File: config.mk
export PLATFORM = sky130hd
export DESIGN_NAME = bram_port_arbiter
export DESIGN_NICKNAME = d
export VERILOG_FILES = /design/src/rtl/bram_arb_pkg.sv /design/src/rtl/bram_arb_prio.sv /design/src/rtl/bram_port_arbiter.sv
export SDC_FILE = /design/constraint.sdc
export NUM_CORES = 1
export LEC_CHECK = 0
export CAP_MARGIN = 10
export CELL_PAD_IN_SITES_DETAIL_PLACEMENT = 1
export CELL_PAD_IN_SITES_GLOBAL_PLACEMENT = 2
export CORE_MARGIN = 10
export CORE_UTILIZATION = 13
export CTS_CLUSTER_DIAMETER = 40
export CTS_CLUSTER_SIZE = 25
export DETAILED_ROUTE_END_ITERATION = 10
export PLACE_DENSITY = 0.95
export SLEW_MARGIN = 10
export SYNTH_ARGS = -nofsm -noshare
export SYNTH_HDL_FRONTEND = slang
export SYNTH_SLANG_ARGS = --single-unit
File: constraint.sdc
create_clock -name clk -period 6 [get_ports clk]
set_clock_uncertainty 0.05 [all_clocks]
set_input_delay 0.9 -clock clk [delete_from_list [all_inputs] [get_ports clk]]
set_output_delay 0.9 -clock clk [all_outputs]
set_load 0.005 [all_outputs]
File: src/rtl/bram_arb_pkg.sv
// bram_arb_pkg: shared constants, requester IDs and starve counter sizing
// for the boot data memory port A arbiter.
package bram_arb_pkg;

    localparam int LANES_DEF = 4;
    localparam int DATA_W    = 8 * LANES_DEF;

    typedef enum logic {
        REQ_CPU    = 1'b0,
        REQ_LOADER = 1'b1
    } req_id_e;

    function automatic int starve_w(input int starve);
        return $clog2(starve + 1);
    endfunction

endpackage

File: src/rtl/bram_arb_prio.sv
// bram_arb_prio: fixed CPU priority with a starvation guard that hands the
// port to the loader after STARVE consecutive CPU wins while it waits.
module bram_arb_prio
    import bram_arb_pkg::*;
#(
    parameter int STARVE = 8
) (
    input  logic       clk,
    input  logic       reset_n,
    input  logic [1:0] req,
    output logic [1:0] gnt
);

    localparam int CW = starve_w(STARVE);

    logic [CW-1:0] starve_cnt;
    logic          sat;

    always_comb begin
        sat             = starve_cnt == CW'(STARVE);
        gnt[REQ_CPU]    = req[REQ_CPU] & ~(req[REQ_LOADER] & sat);
        gnt[REQ_LOADER] = req[REQ_LOADER] & ~gnt[REQ_CPU];
    end

    always_ff @(posedge clk or negedge reset_n) begin
        if (!reset_n)
            starve_cnt <= '0;
        else if (gnt[REQ_LOADER] || !req[REQ_LOADER])
            starve_cnt <= '0;
        else if (gnt[REQ_CPU] && !sat)
            starve_cnt <= starve_cnt + 1'b1;
    end

endmodule

File: src/rtl/bram_port_arbiter.sv
// bram_port_arbiter: shares boot memory port A between the CPU (r0) and the
// loader (r1); muxes address/data/lane enables and routes read data back.
module bram_port_arbiter
    import bram_arb_pkg::*;
#(
    parameter int ADDR   = 12,
    parameter int LANES  = LANES_DEF,
    parameter int STARVE = 8
) (
    input  logic               clk,
    input  logic               reset_n,
    input  logic               r0_req,
    input  logic               r0_we,
    input  logic [LANES-1:0]   r0_be,
    input  logic [ADDR-1:0]    r0_addr,
    input  logic [8*LANES-1:0] r0_wdata,
    output logic               r0_gnt,
    output logic               r0_rvalid,
    output logic [8*LANES-1:0] r0_rdata,
    input  logic               r1_req,
    input  logic               r1_we,
    input  logic [LANES-1:0]   r1_be,
    input  logic [ADDR-1:0]    r1_addr,
    input  logic [8*LANES-1:0] r1_wdata,
    output logic               r1_gnt,
    output logic               r1_rvalid,
    output logic [8*LANES-1:0] r1_rdata,
    output logic [ADDR-1:0]    ram_addr,
    output logic [LANES-1:0]   ram_we,
    output logic [8*LANES-1:0] ram_wdata,
    input  logic [8*LANES-1:0] ram_rdata
);

    logic [1:0]       rst_sync;
    logic             rst_int_n;
    logic [1:0]       gnt;
    logic             any_gnt;
    logic             sel;
    logic             we_g;
    logic [LANES-1:0] be_g;
    logic [ADDR-1:0]  last_addr;
    logic             rd_pending;
    req_id_e          rd_owner;

    // Assertion is immediate; release waits two edges so every flop leaves
    // reset on the same clock.
    always_ff @(posedge clk or negedge reset_n) begin
        if (!reset_n)
            rst_sync <= 2'b00;
        else
            rst_sync <= {rst_sync[0], 1'b1};
    end

    assign rst_int_n = rst_sync[1];

    bram_arb_prio #(.STARVE(STARVE)) u_prio (
        .clk     (clk),
        .reset_n (rst_int_n),
        .req     ({r1_req, r0_req} & {2{rst_int_n}}),
        .gnt     (gnt)
    );

    always_comb begin
        r0_gnt    = gnt[REQ_CPU];
        r1_gnt    = gnt[REQ_LOADER];
        any_gnt   = |gnt;
        sel       = gnt[REQ_LOADER];
        we_g      = sel ? r1_we : r0_we;
        be_g      = sel ? r1_be : r0_be;
        ram_addr  = any_gnt ? (sel ? r1_addr : r0_addr) : last_addr;
        ram_wdata = sel ? r1_wdata : r0_wdata;
        ram_we    = be_g & {LANES{we_g & any_gnt}};
        r0_rvalid = rd_pending & (rd_owner == REQ_CPU);
        r1_rvalid = rd_pending & (rd_owner == REQ_LOADER);
        r0_rdata  = ram_rdata & {(8*LANES){r0_rvalid}};
        r1_rdata  = ram_rdata & {(8*LANES){r1_rvalid}};
    end

    always_ff @(posedge clk or negedge rst_int_n) begin
        if (!rst_int_n) begin
            last_addr  <= '0;
            rd_pending <= 1'b0;
            rd_owner   <= REQ_CPU;
        end else begin
            if (any_gnt)
                last_addr <= ram_addr;
            rd_pending <= any_gnt & ~we_g;
            rd_owner   <= sel ? REQ_LOADER : REQ_CPU;
        end
    end

endmodule

==> Flow_metrics.wiki, run 1 <==
{| class="wikitable"
! Metric !! Value
|-
| Outcome || finished, final reports clean
|-
| Total number of vias || ~2800
|-
| Avg Cell Area, Syn || ~9.4 µm²
|-
| Fraction of post-synthesis cell area in the top cell type by area || between 20% and 30%
|-
| #FFs+latches synth || 20
|-
| Gate count of the mapped netlist || 214
|-
| Data arrival time at the worst-slack endpoint || ~3.6 ns
|-
| Critical path data required time || approximately 5.1 ns
|-
| Final Max Tran Viols || 0
|-
| Clock edge transition at the registers on the reported setup and hold paths || 0.06 ns
|-
| Ys Warns || 0
|-
| Placed wire-length estimate after detailed placement || around 13000 µm
|-
| Minimum period implied by the final worst setup slack || ~4.5 ns
|-
| First-pass GRT wire length || approximately 20000 µm
|-
| Final TNS setup || 0 ns
|-
| Nets@finish || ~600
|-
| Final global-route overflow total || 0
|-
| Number of cells on the worst reg-to-reg path || 6
|-
| Synth Cell Area || a little over 2000 µm²
|-
| Worst Tran Pin Value || around 1.1 ns
|-
| Leakage power || between 0.0015 and 0.002 µW
|-
| Clock tree from TritonCTS || built
|-
| TritonRoute pass-1 iters || 4
|-
| Worst-path fanout max || 24
|-
| Cell with the most instances after synthesis || sky130_fd_sc_hd__and2_1
|-
| Total CTS buffers || 3
|-
| Non-Filler Instances || between 600 and 700
|-
| DRC violation total after the first TritonRoute iteration || 36
|-
| Core area || ~15000 µm²
|-
| Standard-cell rows || 45
|-
| Prevailing post-synth register cell || sky130_fd_sc_hd__dfrtp_1
|-
| Number of enable flip-flop cells after synthesis || 0
|-
| Syn Nets || 350
|-
| Die area || 20900 µm²
|-
| Post-route antenna net violation count || 0
|-
| Average via count per standard cell || 4.34
|-
| Largest buffer count on any clock path || 2
|-
| Max-slew headroom at the worst pin || 27.6%
|-
| Routed len/inst || between 20 and 25 µm
|-
| Count of cell types in the netlist || 28
|-
| Max rail drop VDD || around 0.00008 V
|-
| Starting Density || between 10% and 20%
|-
| Pin count of the biggest net entering global routing || 64
|-
| Async S/R FF share, synth || 100%
|-
| Number of top-level pins || between 200 and 300
|-
| Number of sinks handled by clock tree synthesis || 20
|-
| Max-cap viol count || 0
|-
| Sequential fraction of the synthesis area || between 20 and 25%
|-
| Area overhead of the layout relative to synthesis || 135%
|-
| Number of global-route vias before repair || between 3000 and 4000
|-
| Category of the worst setup path capture point || output pin
|-
| Worst slack after detailed placement || between 1 and 1.5 ns
|-
| Overall die height || 145 µm
|-
| Most instantiated cells after synthesis || sky130_fd_sc_hd__and2_1 (33), sky130_fd_sc_hd__and3_1 (32), sky130_fd_sc_hd__mux2_2 (32)
|-
| Quantity of gates resized following cts || 0
|-
| Type of the worst setup path || in -> out
|-
| Final Wtd Congestion || roughly 0.83
|-
| H-tree depth || 1
|-
| Fraction of the cycle the final worst path needs || 75.4%
|-
| Gr usage total || 12.8%
|-
| Setup violation total in the final timing report || 0
|-
| Die X-Extent || between 100 and 150 µm
|-
| Post-placement cell count || approximately 630
|-
| RSZ-0062 raised after global routing || false
|-
| Post-route DRC violation count || 0
|-
| Worst setup SP type || input pin
|-
| Hold buffers post-CTS || 0
|-
| Share of layout cells above drive strength 1 || a little under a tenth
|-
| # port buffers || 249
|-
| Total power density per cell area || 125 nW/µm²
|-
| Clock root buffer master || sky130_fd_sc_hd__clkbuf_16
|-
| Number of hold-slack violations in the final timing report || 0
|-
| Number of antenna violations at the first check in global routing || 1
|-
| HP Class || reg -> async
|-
| Final wirelength || approximately 14000 µm
|-
| Top achievable clock speed || about 220 MHz
|-
| Clk_lat worst skew || roughly 0.26 ns
|-
| Largest area contributor in the synthesized netlist || sky130_fd_sc_hd__dfrtp_1
|-
| Final worst setup slack || between 1 and 1.5 ns
|-
| Total setup buffers inserted after CTS || 0
|-
| Area contributors post-synth || sky130_fd_sc_hd__dfrtp_1 (25%), sky130_fd_sc_hd__mux2_2 (18%), sky130_fd_sc_hd__a221o_1 (12%)
|}
[layout make-up]
type / instances / area, µm²
fill: 1717 / 10500
timing repair buffer: 252 / 2510
multi-input combinational: 167 / 1390
sequential: 20 / 500
tap: 188 / 235
clock buffer: 4 / 88.8
inverter: 4 / 15.0
antenna: 1 / 2.50
[state kept, by name (all words and copies together), names as in the netlist]
name               flops
last_addr             12
u_prio.starve_cnt      4
rst_sync               2
rd_owner               1
rd_pending             1
[per-layer routing]
layer	routed length (µm)	global-route usage (%)	vias to the layer above
met3	2430	7.99	11
met4	205	2.82	0
met1	4780	11.2	1255
li1	-	-	1276
met2	6990	24.0	220
met5	0	0	-
[cell families after synthesis]
| family | Yosys count | share of synthesized area (%) |
|---|---|---|
| AOI/OAI and AO/OA | 40 | 20.2 |
| DFF | 20 | 24.8 |
| other | 1 | 0.186 |
| buffers and inverters | 27 | 6.81 |
| xor gates and xnor gates | 2 | 0.867 |
| adders and majority gates | 2 | 1.24 |
| muxes | 37 | 20.3 |
| and+or+nand+nor | 85 | 25.6 |
[worst max-delay path, cell delays in order]
cell                              delay [ns]
sky130_fd_sc_hd__clkdlybuf4s50_1        0.79
sky130_fd_sc_hd__o21ai_2                1.03
sky130_fd_sc_hd__a221o_1                0.30
sky130_fd_sc_hd__clkdlybuf4s50_1        0.53
[power breakdown]
part,internal (µW),switching (µW)
combinational,185,87.8
clock,102,56.4
sequential,147,12.9
[final timing paths]
kind	startpoint	to	slack, ns
min reg2reg	rst_sync[1]	last_addr[5]	0.31
max	r0_req	ram_addr[2]	1.47
max in group asynchronous	reset_n	rst_sync[0]	5.02
min	rst_sync[1]	last_addr[5]	0.31
min in group clk	rst_sync[0]	rst_sync[1]	0.32
max reg2reg	u_prio.starve_cnt[0]	rd_pending	3.87
[metrics by stage]
| step | total power [µW] | cell area [µm²] | hold WS (ns) | util [%] |
|---|---|---|---|---|
| floorplan | 239 | 2020 | 0.183 | - |
| global placement | 434 | 4650 | 0.290 | 30.6 |
| global route | 627 | 4740 | 0.328 | 31.2 |
| finish | 591 | 4740 | 0.306 | 31.2 |
| detailed placement | 438 | 4650 | 0.300 | 30.6 |
| CTS | 604 | 4740 | 0.324 | 31.2 |
[cell usage in the layout (no fill, tap or decap), drive strengths merged, types with 2 or more instances in the layout]
master,netlist,layout
a21oi,2,2
a221o,24,24
and2,33,33
and3,32,32
buf,12,3
clkbuf,11,4
clkdlybuf4s50,0,249
dfrtp,20,20
ha,2,2
inv,4,4
mux2,32,32
mux2i,5,5
nand2,6,6
nand3,5,5
nor2,4,4
o2111a,12,12
Note: power is estimated with default switching activity, not from simulation.
==> inputs of run 2 (changes only) <==
- CORE_UTILIZATION: 13 -> 11
- PLACE_DENSITY: 0.95 -> 0.88
- clock period: 6 -> 3.7 ns (I/O delays scaled with it)
==> Flow_metrics.wiki, run 2 (synthesized netlist as in run 1, its figures left out) <==
{| class="wikitable"
! Metric !! Value
|-
| Outcome || finished, final reports clean (unchanged)
|-
| H-tree depth || 1 (unchanged)
|-
| Leakage power || 0.00188 µW (was 0.00186 µW)
|-
| Total power density per cell area || 202 nW/µm² (was 125 nW/µm²)
|-
| Gr usage total || 10.9% (was 12.8%)
|-
| Die X-Extent || 156 µm (was 145 µm)
|-
| Filler Cell Count || 2069 (was 1717)
|-
| Combinational group share of total power || 46.3% (was 46.2%)
|-
| Routed len/inst || 21.1 µm (was 22.7 µm)
|-
| Flip-flop and latch area || 500 µm² (unchanged)
|-
| Number of antenna violations at the first check in global routing || 0 (was 1)
|-
| Quantity of gates resized following cts || 0 (unchanged)
|-
| Post-route DRC violation count || 0 (unchanged)
|-
| Clk_lat worst skew || 0.26 ns (about the same)
|-
| Category of the worst setup path capture point || output pin (unchanged)
|-
| Total setup buffers inserted after CTS || 0 (unchanged)
|-
| Power after layout || 973 µW (was 591 µW)
|-
| Data arrival time at the worst-slack endpoint || 2.81 ns (was 3.58 ns)
|-
| Total number of vias || 2825 (was 2762)
|-
| Inserted Diodes || 0 (was 1)
|-
| Sequential power share || 26.2% (was 27.1%)
|-
| Critical path data required time || 3.09 ns (was 5.05 ns)
|-
| Placed wire-length estimate after detailed placement || 12500 µm (was 12800 µm)
|-
| # port buffers || 249 (unchanged)
|-
| Non-Filler Instances || 679 (was 636)
|-
| Pin count of the biggest net entering global routing || 58 (was 64)
|-
| HP Class || reg -> reg (was reg -> async)
|-
| RSZ-0062 raised after global routing || false (unchanged)
|-
| Worst setup slack for register-to-register paths || 1.88 ns (was 3.87 ns)
|-
| Worst-path fanout max || 24 (unchanged)
|-
| Max-slew headroom at the worst pin || 23.1% (was 27.6%)
|-
| Number of top-level pins || 250 (unchanged)
|-
| Final Wtd Congestion || 0.999 (was 0.831)
|-
| Standard-cell rows || 49 (was 45)
|-
| First-pass GRT wire length || 20300 µm (was 20200 µm)
|-
| Number of sinks handled by clock tree synthesis || 20 (unchanged)
|-
| Setup violation total in the final timing report || 0 (unchanged)
|-
| Registers with the most flip-flops || last_addr (12), u_prio.starve_cnt (4), rst_sync (2) (unchanged)
|-
| Hold buffers post-CTS || 0 (unchanged)
|-
| Final Max Tran Viols || 0 (unchanged)
|-
| Clock tree from TritonCTS || built (unchanged)
|-
| Final TNS setup || 0 ns (unchanged)
|-
| Die area || 24200 µm² (was 20900 µm²)
|-
| Area overhead of the layout relative to synthesis || 139% (was 135%)
|-
| Minimum period implied by the final worst setup slack || approximately 3.4 ns
|-
| Worst Tran Pin Value || 1.15 ns (was 1.09 ns)
|-
| TritonRoute pass-1 iters || 6 (was 4)
|-
| Int Power || 707 µW (was 434 µW)
|-
| Clock root buffer master || sky130_fd_sc_hd__clkbuf_16 (unchanged)
|-
| Worst setup SP type || input pin (unchanged)
|-
| Core area || 18000 µm² (was 15200 µm²)
|-
| Fraction of the cycle the final worst path needs || 92.4%
|-
| Share of layout cells above drive strength 1 || 10.0% (was 9.40%)
|-
| Largest buffer count on any clock path || 2 (unchanged)
|-
| Max rail drop VDD || 0.000112 V (was 0.0000813 V)
|-
| Starting Density || 11.2% (was 13.3%)
|-
| Total CTS buffers || 3 (unchanged)
|-
| DRC violation total after the first TritonRoute iteration || 67 (was 36)
|-
| Post-route antenna net violation count || 0 (unchanged)
|-
| Top achievable clock speed || 292 MHz
|-
| Clock edge transition at the registers on the reported setup and hold paths || 0.07 ns (was 0.06 ns)
|-
| Most frequent cells in the layout || sky130_fd_sc_hd__clkdlybuf4s50_1 (249), sky130_fd_sc_hd__and2_1 (33), sky130_fd_sc_hd__and3_1 (32), sky130_fd_sc_hd__mux2_2 (32), sky130_fd_sc_hd__a221o_1 (24) (unchanged)
|-
| Psw || 266 µW (was 157 µW)
|-
| Average via count per standard cell || 4.16 (was 4.34)
|-
| Multi-input gate area || 1390 µm² (unchanged)
|-
| Post-placement cell count || 675 (was 631)
|-
| Max-cap viol count || 0 (unchanged)
|-
| Final wirelength || 14300 µm (was 14400 µm)
|-
| Type of the worst setup path || in -> out (unchanged)
|-
| Power share of the clock group || 27.5% (was 26.8%)
|-
| Largest register FFs || 12 (unchanged)
|-
| Number of global-route vias before repair || 3220 (was 3125)
|-
| Util after Layout || 26.8% (was 31.2%)
|-
| Switching part of the total power || 27.3% (was 26.6%)
|-
| Final global-route overflow total || 0 (unchanged)
|-
| Most common cell after layout, fill and taps aside || sky130_fd_sc_hd__clkdlybuf4s50_1 (unchanged)
|-
| Overall die height || 156 µm (was 145 µm)
|-
| Register with the highest flop count || last_addr (unchanged)
|-
| Nets@finish || 587 (was 584)
|-
| Number of hold-slack violations in the final timing report || 0 (unchanged)
|}
## run 2: final timing paths
path / start / end / depth (start not counted)
worst max-delay path: r1_req / ram_addr[6] / 4
worst min-delay path: rst_sync[0] / rst_sync[1] / 0
worst max register to register: u_prio.starve_cnt[0] / last_addr[8] / 6
worst min register to register: rst_sync[0] / rst_sync[1] / 0
max in group asynchronous: rst_sync[1] / rd_owner / 1
min in group asynchronous: rst_sync[1] / last_addr[10] / 1
## run 2: final cells by class
cell class                 count  area share (%)
timing repair buffer         255            52.8
multi-input combinational    167            28.7
sequential                    20            10.4
tap                          229            5.94
clock buffer                   4            1.84
inverter                       4           0.311
## run 2: worst max-delay path, cell delays in order
cell                              delay [ns]
sky130_fd_sc_hd__clkdlybuf4s50_1        0.50
sky130_fd_sc_hd__o21ai_2                0.91
sky130_fd_sc_hd__a221o_1                0.31
sky130_fd_sc_hd__clkdlybuf4s50_1        0.53
## run 2: metrics by stage
stage                     cell area (µm²)  hold slack [ns]  worst slack [ns]
after floorplan                      2020            0.183              1.33
after global placement               4740            0.283             0.352
after detailed placement             4740            0.286             0.270
after CTS                            4830            0.302             0.243
after global routing                 4830            0.307             0.119
final                                4830            0.302             0.280
## run 2: power groups by stage
stage	Clock, µW	Combinational, µW	Sequential, µW
2_1_floorplan	0	134	254
3_5_place_dp	0	457	258
3_3_place_gp	0	447	258
6_report	268	450	255
5_1_grt	282	484	257
4_1_cts	279	460	255
## run 2: layer usage
metal / share of wire (%) / GRT usage (%) / wire length (µm)
met3: 17 / 7.39 / 2410
met4: 1.2 / 2.09 / 165
met1: 36 / 10.3 / 5100
met5: 0 / 0 / 0
met2: 46 / 19.2 / 6660
==> edit 1 (config.mk and constraints of run 2) <==
The package constant `LANES_DEF` goes from 4 to 5.
--- a/src/rtl/bram_arb_pkg.sv
+++ b/src/rtl/bram_arb_pkg.sv
@@ -4,3 +4,3 @@
 
-    localparam int LANES_DEF = 4;
+    localparam int LANES_DEF = 5;
     localparam int DATA_W    = 8 * LANES_DEF;
Interface: changed (9 resized); port bits go from 250 to 301. The function was not compared with the original's and may differ.
==> edit 1 against run 2 <==
Sequential cell count is the same. Count of clock-buffer cells in the layout shrank 1. Area after synthesis grew 11%. Synthesized cell count grew 14%. Design area grew 17%. Worst setup slack gained 31 ps. Wire length grew 7.3%. Total power grew 10%.
==> edit 1: results <==
critical_path:
  worstRegToRegCells: 6
  worstPathArrival_ps: 2780
  reg2reg_slack_ps: 1930
  critPathMaxStageDelay_ps: 840
  worstReg2RegEnd: "last_addr[8]"
synth:
  seq_area_frac_synth_pct: 22.40
  synth_cell_type_count: 27
  synth_nets: 407
  async_reset_ff_share_pct: 100.0
  netlist_top_cells_area: "dfrtp_1 22%, mux2_2 20%, and2_1 11%"
  synth_commonest_cells: "41 x and2_1, 40 x and3_1, 40 x mux2_2"
place:
  hpwl_um: 13270
  port_buffers: 300
  gp_congestion: 0.7465
grt:
  grt_pass1_vias: 3699
  grt_first_pass_wirelength_um: 22530
  grt_use_total_pct: 10.87
  grt_max_degree: 51
cells_and_area:
  nFillCells: 2318
  drive_gt1_share_pct: 10.40
  nets: 692
  top_regs: "last_addr (12), u_prio.starve_cnt (4), rst_sync (2)"
sta:
  fin_hold_ws_ps: 72.95
  tightest_slew_ps: 1013
drt:
  drt_pass1_iterations: 4
  vias_per_cell: 3.992
  drtAntennaViolNets: 0
  drt_iter0_markers: 76
  totalWireLength_um: 15380
hold_path:
  hold_path.class: "reg -> async"
clock_tree:
  root_buffer: "clkbuf_16"
status:
  status: "completed"
flow_run:
  drv_cap: 0
power_and_ir_drop:
  vdd_ir_drop_max_uv: 167.4
  p_leak_nw: 2.193
edit 1: cell type report:
| class | count | share of cell area [%] |
|---|---|---|
| Clock inverter | 1 | 0.5327 |
| Inverter | 4 | 0.2664 |
| Multi-Input combinational cell | 194 | 28.35 |
| Clock buffer | 3 | 1.332 |
| Timing Repair Buffer | 307 | 54.65 |
| Sequential cell | 20 | 8.879 |
| Tap cell | 270 | 5.993 |
edit 1: report_power, final:
part	switching [mW]	total [mW]	internal (mW)
logic	0.164	0.519	0.355
clock network	0.0882	0.303	0.215
registers	0.0125	0.251	0.239
edit 1: how the worst max path moves through the flow:
stage / start / to
detailed placement: r0_req / ram_addr[10]
finish: r0_req / ram_addr[10]
global placement: r0_req / ram_addr[10]
floorplan: rst_sync[1] / ram_wdata[0]
CTS: r0_req / ram_addr[10]
global route: r0_req / ram_addr[10]
edit 1: stage by stage:
| step | area [um^2] | power [mW] | setup WS (ps) | cells |
|---|---|---|---|---|
| final | 5637 | 1.073 | 311.2 | 799 |
| after global routing | 5637 | 1.142 | 128.6 | 799 |
| after CTS | 5637 | 1.098 | 271.3 | 799 |
| after detailed placement | 5532 | 0.7855 | 289.9 | 795 |
| after global placement | 5532 | 0.7806 | 314.0 | 795 |
| after floorplan | 2235 | 0.4049 | 1335 | 245 |
edit 1: logic make-up after synthesis:
| logic type | after synthesis | share of synthesized area [%] |
|---|---|---|
| simple gates | 103 | 28.00 |
| mux | 46 | 22.84 |
| compound gates | 40 | 18.31 |
| buf+inv | 31 | 6.383 |
| flops | 20 | 22.40 |
| fa+ha+maj | 2 | 1.120 |
| xor+xnor | 2 | 0.7840 |
| other cells | 1 | 0.1678 |
edit 1: critical path: cells and delay by family:
| family | cells | cell delay (ps) |
|---|---|---|
| compound gates | 2 | 1130 |
| buf+inv | 2 | 1090 |
edit 1: metal layers:
layer  part of all wire, %  track usage (%)
met1                    37            10.68
met5                     0                0
met4                  0.33            1.107
met2                    48            19.63
met3                    15            6.800
==> edit 2 (settings of run 2) <==
Without the edit above. Make the reset (`reset_n` and `rst_int_n`) synchronous in 3 clocked blocks.
--- a/src/rtl/bram_arb_prio.sv
+++ b/src/rtl/bram_arb_prio.sv
@@ -24,3 +24,3 @@
 
-    always_ff @(posedge clk or negedge reset_n) begin
+    always_ff @(posedge clk) begin
         if (!reset_n)
--- a/src/rtl/bram_port_arbiter.sv
+++ b/src/rtl/bram_port_arbiter.sv
@@ -46,3 +46,3 @@
     // reset on the same clock.
-    always_ff @(posedge clk or negedge reset_n) begin
+    always_ff @(posedge clk) begin
         if (!reset_n)
@@ -78,3 +78,3 @@
 
-    always_ff @(posedge clk or negedge rst_int_n) begin
+    always_ff @(posedge clk) begin
         if (!rst_int_n) begin
Formal check against the unedited RTL: differs if reset_n is asserted again (counterexample within 4 cycles, from zero or initial values and one cycle with reset_n low); with reset_n held inactive, the same outputs for 10 cycles.
==> edit 2 against run 2 <==
Worst setup slack better by 140 ps. Area after synthesis is 1.9% lower. Total power fell by 8.0%. Design area is 0.83% higher. Sequential cell count is the same. Wire length fell by 1.7%. First-iteration DRC count up 51%. Utilization up 0.50 points.
==> edit 2: results <==
synth:
  synth_cell_type_count: 29
  syn_area_per_cell_um2: 7.541
  netlist_top_cells_area: "dfxtp_1 20%, mux2_2 18%, and2_1 11%"
  netlist.top_cell.by_area: "dfxtp_1"
  ys.flop_type: "dfxtp_1"
  seq_area_frac_synth_pct: 20.19
  synth_compound_area_share_pct: 13.94
  synthAdderAreaFrac_pct: 1.262
  async_reset_ff_share_pct: 0
  synth_nets: 399
  synth_xor_xnor_area_share_pct: 0.8833
drt:
  vias_per_cell: 4.155
  wl_per_cell_um: 19.15
  totalWireLength_um: 14090
grt:
  grt_first_pass_wirelength_um: 21020
  grt_pass1_vias: 3444
  grt_use_total_pct: 10.82
  grt_max_degree: 35
  antenna_found_initial: 1
place:
  dp.cells: 731
  place_ws_ps: 434.8
  dpl_cell_area_um2: 4760
  gp_congestion: 0.8606
  hpwl_um: 12010
power_and_ir_drop:
  p_per_area_nw_per_um2: 183.8
  vdd_ir_drop_max_uv: 183.8
  comb-power_uw: 373
  swShare_pct: 23.74
  seq_power_uw: 224
status:
  status: "completed"
clock_tree:
  clkTransAtPathRegs_ps: 60
cells_and_area:
  nets: 643
  drive_gt1_share_pct: 9.486
critical_path:
  worstPathArrival_ps: 2670
  critPathMaxFanout: 10
sta:
  slew-limit-headroom_pct: 68.78
[edit 2: cell types whose count changed in the layout (fill, tap and decap cells not counted), sizes merged, moves of 3 or more]
cell,before,now
a221o,24,0
nand2,6,3
nor2,4,28
o2111a,12,0
o22ai,0,12
dfxtp,0,20
dfrtp,20,0
nor3,0,24
buf,6,10
mux2i,5,1
o2bb2ai,0,10
o21ai,1,14
nand3,5,11
[edit 2: cell type report]
cell class	count	area [um^2]
antenna	1	2.502
clock buffer	3	75.07
clock inverter	1	30.03
fill	2079	12970
inverter	3	11.26
multi-input combinational	220	1481
sequential	20	400.4
tap	229	286.5
timing repair buffer	259	2580
[edit 2: critical path, cell delays in order]
cell             delay [ps]
clkdlybuf4s50_1         610
nand2b_1                220
buf_4                   210
o22ai_1                 100
o2bb2ai_1               140
nor3_1                  250
clkdlybuf4s50_1         570
[edit 2: final timing paths]
kind                              from           end  slack [ps]  cells past startpoint
hold / removal             rst_sync[0]   rst_sync[1]         380                      1
setup / recovery                r0_req   ram_addr[5]         420                      7
setup reg to reg  u_prio.starve_cnt[0]  last_addr[3]        1830                      6
hold reg to reg            rst_sync[0]   rst_sync[1]         380                      1
[edit 2: routing by layer]
metal | up-vias | GRT usage [%] | wire, um | share of wire [%]
met2 | 147 | 20.66 | 7565 | 54
met1 | 1461 | 10.88 | 5061 | 36
met3 | 10 | 3.993 | 1263 | 9.0
li1 | 1440 | - | - | -
met5 | - | 0 | 0 | 0
met4 | 0 | 2.294 | 203 | 1.4
[edit 2: cell families (layout without fill, tap and decap cells)]
kind of cell	after synthesis	count (layout)
buf+inv	23	266
xor+xnor	2	2
mux	33	33
simple gates	141	141
compound gates	42	42
flops	20	20
other cells	0	1
fa+ha+maj	2	2
